==> src/rtl/systolic_pe_mac_if.sv <==
// Bus bundle between the systolic controller / neighbours and one PE:
// job control (start, clr), streamed operands, forwarded operands and
// job status. master = controller/array side, slave = the PE itself.
interface systolic_pe_mac_if #(
   parameter int DATA_W = 8,
   parameter int ACC_W  = 20
) ();
   logic                     start;
   logic                     clr;
   logic signed [DATA_W-1:0] a_in;
   logic signed [DATA_W-1:0] b_in;
   logic signed [DATA_W-1:0] a_out;
   logic signed [DATA_W-1:0] b_out;
   logic signed [ACC_W-1:0]  acc_out;
   logic                     busy;
   logic                     done;
   logic                     delayed_done;
   logic                     ovf;

   modport master (
      output start, clr, a_in, b_in,
      input  a_out, b_out, acc_out, busy, done, delayed_done, ovf
   );

   modport slave (
      input  start, clr, a_in, b_in,
      output a_out, b_out, acc_out, busy, done, delayed_done, ovf
   );
endinterface

==> src/rtl/systolic_pe_mac.sv <==
// Systolic-array processing element: on a start pulse performs K_LEN signed
// MACs of the west/north operands, forwards operands east/south through a
// one-cycle register, then reports done and, DONE_DELAY cycles later,
// delayed_done. FSM: IDLE -> RUN (K_LEN cycles) -> WAIT (DONE_DELAY cycles).
// Optional build macro PE_SATURATE_EN: when defined the accumulator clamps
// to the signed ACC_W range and sets the sticky ovf flag; otherwise the
// accumulator wraps and ovf stays 0.
module systolic_pe_mac #(
   parameter int DATA_W     = 8,
   parameter int ACC_W      = 20,
   parameter int K_LEN      = 4,
   parameter int DONE_DELAY = 2
) (
   input logic              clk,
   input logic              rst,
   systolic_pe_mac_if.slave pe
);

   localparam int KW = (K_LEN > 1) ? $clog2(K_LEN) : 1;
   localparam int DW = (DONE_DELAY > 1) ? $clog2(DONE_DELAY) : 1;
   localparam logic [KW-1:0] K_LAST = KW'(K_LEN - 1);
   localparam logic [DW-1:0] D_LAST = DW'(DONE_DELAY - 1);

   typedef enum logic [1:0] {
      ST_IDLE = 2'd0,
      ST_RUN  = 2'd1,
      ST_WAIT = 2'd2
   } state_t;

   state_t state_reg, state_next;

   logic [KW-1:0] k_cnt_reg, k_cnt_next;
   logic [DW-1:0] d_cnt_reg, d_cnt_next;

   logic signed [ACC_W-1:0]  acc_reg, acc_next;
   logic                     ovf_reg, ovf_next;
   logic                     done_reg, done_next;
   logic                     dly_reg, dly_next;
   logic                     busy_reg, busy_next;
   logic signed [DATA_W-1:0] a_fwd_reg, b_fwd_reg;

   // ---------------------------------------------------------------
   // MAC datapath: full-width signed product, sign-extended, then added
   // ---------------------------------------------------------------
   logic signed [2*DATA_W-1:0] prod;
   logic signed [ACC_W-1:0]    prod_ext;
   logic signed [ACC_W-1:0]    mac_result;
   logic                       sat_hit;

   assign prod     = pe.a_in * pe.b_in;
   assign prod_ext = ACC_W'(prod);

`ifdef PE_SATURATE_EN
   // One extra bit exposes signed overflow: the top two bits disagree.
   logic signed [ACC_W:0] sum_wide;
   localparam logic signed [ACC_W-1:0] ACC_MAX = {1'b0, {(ACC_W-1){1'b1}}};
   localparam logic signed [ACC_W-1:0] ACC_MIN = {1'b1, {(ACC_W-1){1'b0}}};

   assign sum_wide = (ACC_W+1)'(acc_reg) + (ACC_W+1)'(prod_ext);

   // Clamp to the signed range whenever the wide sum leaves it
   always_comb begin
      sat_hit    = (sum_wide[ACC_W] != sum_wide[ACC_W-1]);
      mac_result = sum_wide[ACC_W-1:0];
      if (sat_hit) begin
         mac_result = sum_wide[ACC_W] ? ACC_MIN : ACC_MAX;
      end
   end
`else
   // Plain two's-complement wrap; overflow is never reported
   always_comb begin
      sat_hit    = 1'b0;
      mac_result = acc_reg + prod_ext;
   end
`endif

   // ---------------------------------------------------------------
   // FSM process 1: state register
   // ---------------------------------------------------------------
   // State advances every edge; reset aborts any job back to IDLE
   always_ff @(posedge clk) begin
      if (rst) begin
         state_reg <= ST_IDLE;
      end else begin
         state_reg <= state_next;
      end
   end

   // ---------------------------------------------------------------
   // FSM process 2: next-state logic
   // ---------------------------------------------------------------
   // Start only matters in IDLE; RUN/WAIT are fixed-length
   always_comb begin
      state_next = state_reg;
      case (state_reg)
         ST_IDLE: if (pe.start)            state_next = ST_RUN;
         ST_RUN:  if (k_cnt_reg == K_LAST) state_next = ST_WAIT;
         ST_WAIT: if (d_cnt_reg == D_LAST) state_next = ST_IDLE;
         default:                          state_next = ST_IDLE;
      endcase
   end

   // ---------------------------------------------------------------
   // FSM process 3: output / datapath next values
   // ---------------------------------------------------------------
   // Outputs are registered, so here we compute what they become next edge
   always_comb begin
      acc_next   = acc_reg;
      ovf_next   = ovf_reg;
      k_cnt_next = k_cnt_reg;
      d_cnt_next = d_cnt_reg;
      done_next  = 1'b0;
      dly_next   = 1'b0;
      case (state_reg)
         ST_IDLE: begin
            // clr and start together: clear now, the job then accumulates from 0
            if (pe.clr) begin
               acc_next = '0;
               ovf_next = 1'b0;
            end
            k_cnt_next = '0;
         end
         ST_RUN: begin
            acc_next   = mac_result;
            ovf_next   = ovf_reg | sat_hit;
            k_cnt_next = k_cnt_reg + 1'b1;
            if (k_cnt_reg == K_LAST) begin
               d_cnt_next = '0;
               done_next  = 1'b1;
            end
         end
         ST_WAIT: begin
            d_cnt_next = d_cnt_reg + 1'b1;
            if (d_cnt_reg == D_LAST) begin
               dly_next = 1'b1;
            end
         end
         default: begin
            k_cnt_next = '0;
            d_cnt_next = '0;
         end
      endcase
      busy_next = (state_next != ST_IDLE);
   end

   // Registers for counters, accumulator and status pulses
   always_ff @(posedge clk) begin
      if (rst) begin
         k_cnt_reg <= '0;
         d_cnt_reg <= '0;
         acc_reg   <= '0;
         ovf_reg   <= 1'b0;
         done_reg  <= 1'b0;
         dly_reg   <= 1'b0;
         busy_reg  <= 1'b0;
      end else begin
         k_cnt_reg <= k_cnt_next;
         d_cnt_reg <= d_cnt_next;
         acc_reg   <= acc_next;
         ovf_reg   <= ovf_next;
         done_reg  <= done_next;
         dly_reg   <= dly_next;
         busy_reg  <= busy_next;
      end
   end

   // Operand forwarding to east/south neighbours, independent of FSM state
   always_ff @(posedge clk) begin
      if (rst) begin
         a_fwd_reg <= '0;
         b_fwd_reg <= '0;
      end else begin
         a_fwd_reg <= pe.a_in;
         b_fwd_reg <= pe.b_in;
      end
   end

   assign pe.a_out        = a_fwd_reg;
   assign pe.b_out        = b_fwd_reg;
   assign pe.acc_out      = acc_reg;
   assign pe.busy         = busy_reg;
   assign pe.done         = done_reg;
   assign pe.delayed_done = dly_reg;
   assign pe.ovf          = ovf_reg;

endmodule

==> src/flat_wrapper.sv <==
// flat-port wrapper written by rule: the top's interface ports become plain ports
module systolic_pe_mac_flat 
#(
   parameter int DATA_W     = 8,
   parameter int ACC_W      = 20,
   parameter int K_LEN      = 4,
   parameter int DONE_DELAY = 2
)
  (clk, rst, pe_start, pe_clr, pe_a_in, pe_b_in, pe_a_out, pe_b_out, pe_acc_out, pe_busy, pe_done, pe_delayed_done, pe_ovf);
  systolic_pe_mac_if #(.DATA_W(DATA_W), .ACC_W(ACC_W)) pe_i ();
  input logic clk;
  input logic rst;
  input wire logic [$bits(pe_i.start)-1:0] pe_start;
  input wire logic [$bits(pe_i.clr)-1:0] pe_clr;
  input wire logic [$bits(pe_i.a_in)-1:0] pe_a_in;
  input wire logic [$bits(pe_i.b_in)-1:0] pe_b_in;
  output wire logic [$bits(pe_i.a_out)-1:0] pe_a_out;
  output wire logic [$bits(pe_i.b_out)-1:0] pe_b_out;
  output wire logic [$bits(pe_i.acc_out)-1:0] pe_acc_out;
  output wire logic [$bits(pe_i.busy)-1:0] pe_busy;
  output wire logic [$bits(pe_i.done)-1:0] pe_done;
  output wire logic [$bits(pe_i.delayed_done)-1:0] pe_delayed_done;
  output wire logic [$bits(pe_i.ovf)-1:0] pe_ovf;
  assign pe_i.start = pe_start;
  assign pe_i.clr = pe_clr;
  assign pe_i.a_in = pe_a_in;
  assign pe_i.b_in = pe_b_in;
  assign pe_a_out = pe_i.a_out;
  assign pe_b_out = pe_i.b_out;
  assign pe_acc_out = pe_i.acc_out;
  assign pe_busy = pe_i.busy;
  assign pe_done = pe_i.done;
  assign pe_delayed_done = pe_i.delayed_done;
  assign pe_ovf = pe_i.ovf;
  systolic_pe_mac #(.DATA_W(DATA_W), .ACC_W(ACC_W), .K_LEN(K_LEN), .DONE_DELAY(DONE_DELAY)) u_core (.clk(clk), .rst(rst), .pe(pe_i));
endmodule
==> config.mk <==
export PLATFORM = sky130hd
export DESIGN_NAME = systolic_pe_mac_flat
export DESIGN_NICKNAME = d
export VERILOG_FILES = /design/src/rtl/systolic_pe_mac_if.sv /design/src/rtl/systolic_pe_mac.sv /design/src/flat_wrapper.sv
export SDC_FILE = /design/constraint.sdc
export NUM_CORES = 1
export LEC_CHECK = 0
export ABC_AREA = 0
export CAP_MARGIN = 20
export CORE_MARGIN = 2
export CORE_UTILIZATION = 60
export CTS_CLUSTER_SIZE = 8
export DETAILED_ROUTE_END_ITERATION = 10
export GPL_TIMING_DRIVEN = 0
export PLACE_DENSITY = 0.82
export SETUP_SLACK_MARGIN = 0.2
export SLEW_MARGIN = 40
export SYNTH_ARGS = -nofsm -noshare
export SYNTH_HDL_FRONTEND = slang
export SYNTH_SLANG_ARGS = --single-unit
==> constraint.sdc <==
create_clock -name clk -period 11.2 [get_ports clk]
set_input_delay 1.68 -clock clk [delete_from_list [all_inputs] [get_ports clk]]
set_output_delay 1.68 -clock clk [all_outputs]
set_load 0.01 [all_outputs]
==> impl_metrics.env <==
export IMPL_synth_area_um2=4930
export IMPL_initial_utilization_pct=60.9
export IMPL_fill_cells=643
export IMPL_die_y_um=94.7
export IMPL_drtAntennaViolNets=0
export IMPL_startpoint_type="primary input"
export IMPL_nets=718
export IMPL_core_um2=8090
export IMPL_cts_buffer_depth=2
export IMPL_synth_cell_types=45
export IMPL_power_density_nw_per_um2=276
export IMPL_grt_usage_pct=25.8
export IMPL_drtIter0Drc=125
export IMPL_diodes=0
export IMPL_vias_per_cell=5.33
export IMPL_postSynth_asyncResetShare_pct=0
export IMPL_cts_hold_buffers_added=0
export IMPL_routedWlPerCell_um=15.5
export IMPL_totalWireLength_mm=10.3
export IMPL_grt_antenna_before_repair=0
export IMPL_cts_inserted_buffers=5
export IMPL_gp_congestion=0.887
export IMPL_worstPathRequired_ps=11410
export IMPL_cts_tree="done"
export IMPL_synthFlopType="dfxtp_1"
export IMPL_multi_input_area_um2=3630
export IMPL_drv_cap=0
export IMPL_place_hpwl_mm=8.56
export IMPL_critPathMaxFanout=12
export IMPL_rsz0062_at_grt="false"
export IMPL_cts_max_level=2
export IMPL_seq_area_um2=881
export IMPL_period_share_pct=60.3
export IMPL_worstSetupEndpointType="flop"
export IMPL_status="complete, no violations"
export IMPL_reg2reg_slack_ps=6530
export IMPL_largest_register_ff_count=20
export IMPL_ir_drop_uv=234
export IMPL_die_w_um=94.7
export IMPL_ctsResizeCount=0
export IMPL_port_buffers=53
export IMPL_root_buffer="clkbuf_8"
export IMPL_vias=3569
export IMPL_insertion_delay_ps=310
export IMPL_num_rows=33
export IMPL_fin_crit_ps=6750
export IMPL_grt_pass1_wl_mm=18.0
export IMPL_worstPathArrival_ps=6960
export IMPL_gr_total_overflow=0
export IMPL_syn_inst=502
export IMPL_maxSlewViolCount=0
export IMPL_fmax_ghz=0.148
export IMPL_syn_nets=657
export IMPL_synth_enable_flop_cells=0
export IMPL_setup_viol=0
export IMPL_ys_seq_area_share_pct=17.9
export IMPL_clkTransAtPathRegs_ps=90
export IMPL_critPathKind="in2reg"
export IMPL_synth_warnings=0
export IMPL_worstMarginPinSlew_ps=707
export IMPL_hold_viol=0
export IMPL_dr_pass1_iters=4
export IMPL_skew_ps=4.11
export IMPL_postCtsSetupBuffers=0
export IMPL_grt_max_degree=16
export IMPL_drive_gt1_share_pct=3.37
export IMPL_slew_headroom_pct=52.7
export IMPL_min_path_type="reg2reg"
export IMPL_die_area_um2=8960
export IMPL_syn_to_final_growth_pct=16.0
export IMPL_total_leakage_power_uw=0.00273
export IMPL_setup_tns_ps=0
export IMPL_first_global_vias=3826
export IMPL_syn_area_per_cell_um2=9.83
export IMPL_cts_sinks=44
export IMPL_yosys_register_bits=44
export IMPL_io_pins=60
export IMPL_drc=0
export IMPL_totalPowerFinal_uw=1580
-- per-layer routing --
layer	track usage (%)	vias up	wire, um
li1	-	1667	-
met1	34.1	1777	4420
met2	45.7	109	5260
met3	4.39	16	553
met4	3.74	0	106
met5	0	-	0
-- logic make-up (layout without fill, tap and decap cells) --
family                   after synthesis  in the layout  synth area share, %
AO/OA/AOI/OAI                         58             58                 8.45
adder cells (fa/ha/maj)              135            135                 47.6
XOR/XNOR                              19             19                 3.37
flip-flops                            44             44                 17.9
AND/OR/NAND/NOR                      134            134                 14.1
buffers and inverters                111            173                 8.55
other                                  1              1               0.0760
-- cell type report --
type / instances / area share [%]
Clock inverter: 3 / 0.809
Timing Repair Buffer: 54 / 9.47
Inverter: 99 / 6.50
Tap cell: 105 / 2.30
Sequential cell: 44 / 15.4
Clock buffer: 5 / 1.20
Buffer: 12 / 0.875
Multi-Input combinational cell: 347 / 63.5
-- path summary, 6_finish.rpt --
kind	end	cells past startpoint	startpoint
max reg2reg	u_core.pe.acc_out[18]$_SDFFE_PP0P_	17	u_core.pe.acc_out[6]$_SDFFE_PP0P_
min	u_core.d_cnt_reg$_SDFFE_PP0P_	2	u_core.d_cnt_reg$_SDFFE_PP0P_
max	u_core.pe.acc_out[17]$_SDFFE_PP0P_	15	pe_a_in[7]
min reg2reg	u_core.d_cnt_reg$_SDFFE_PP0P_	2	u_core.d_cnt_reg$_SDFFE_PP0P_
-- where the power goes --
part           internal (uW)  total [uW]  switching (uW)
combinational            582        1250             670
clock                   67.3         131            63.5
sequential               177         194            17.2
-- per-stage QoR --
stage | cell area [um2] | instances | utilization [%] | hold slack [ps] | setup WS (ps)
after floorplan | 4930 | 502 | - | 440 | 4650
after global placement | 5590 | 660 | 69.1 | 453 | 3830
after detailed placement | 5610 | 661 | 69.3 | 462 | 4150
after CTS | 5720 | 669 | 70.7 | 477 | 4430
after global routing | 5720 | 669 | 70.7 | 487 | 4190
final | 5720 | 669 | 70.7 | 478 | 4450
-- critical path: stages --
cell and delay [ps]:
clkdlybuf4s50_1 650, and2_1 650, fa_1 560, fa_1 540, fa_1 460, fa_1 490, ha_1 310, ha_1 370
a21oi_1 230, o21ai_2 120, o211a_1 260, nor2_1 200, a21oi_1 110, xor2_1 150, a22o_1 180
-- synthesized netlist by cell type (2+ instances only) --
master | n | share of area (%)
inv_1 | 98 | 7.5
fa_1 | 88 | 36
ha_1 | 47 | 12
dfxtp_1 | 44 | 18
and2_1 | 34 | 4.3
nand2_1 | 33 | 2.5
nor2_1 | 26 | 2.0
nor2b_1 | 22 | 2.8
a21oi_1 | 19 | 1.9
xnor2_1 | 15 | 2.7
clkbuf_1 | 10 | 0.76
a22oi_1 | 9 | 1.4
a22o_1 | 7 | 1.2
nand2b_1 | 6 | 0.76
nor3_1 | 4 | 0.41
xor2_1 | 4 | 0.71
o21a_1 | 3 | 0.46
o21ai_1 | 3 | 0.30
nand3_1 | 2 | 0.20
o21ai_2 | 2 | 0.36
o21bai_1 | 2 | 0.30
-- cells in the final DEF, fill, tap and decap left out, types with 2 or more instances in the layout --
cell             Yosys  routed
a21oi_1             19      19
a22o_1               7       7
a22oi_1              9       9
and2_1              34      34
clkbuf_1            10      10
clkbuf_8             0       5
clkdlybuf4s50_1      0      53
dfxtp_1             44      44
fa_1                88      88
ha_1                47      47
inv_1               98      98
nand2_1             33      33
nand2b_1             6       6
nand3_1              2       2
nor2_1              26      26
nor2b_1             22      22
nor3_1               4       4
o21a_1               3       3
o21ai_1              3       3
o21ai_2              2       2
o21bai_1             2       2
xnor2_1             15      15
xor2_1               4       4
Note: power is estimated with default switching activity, not from simulation.
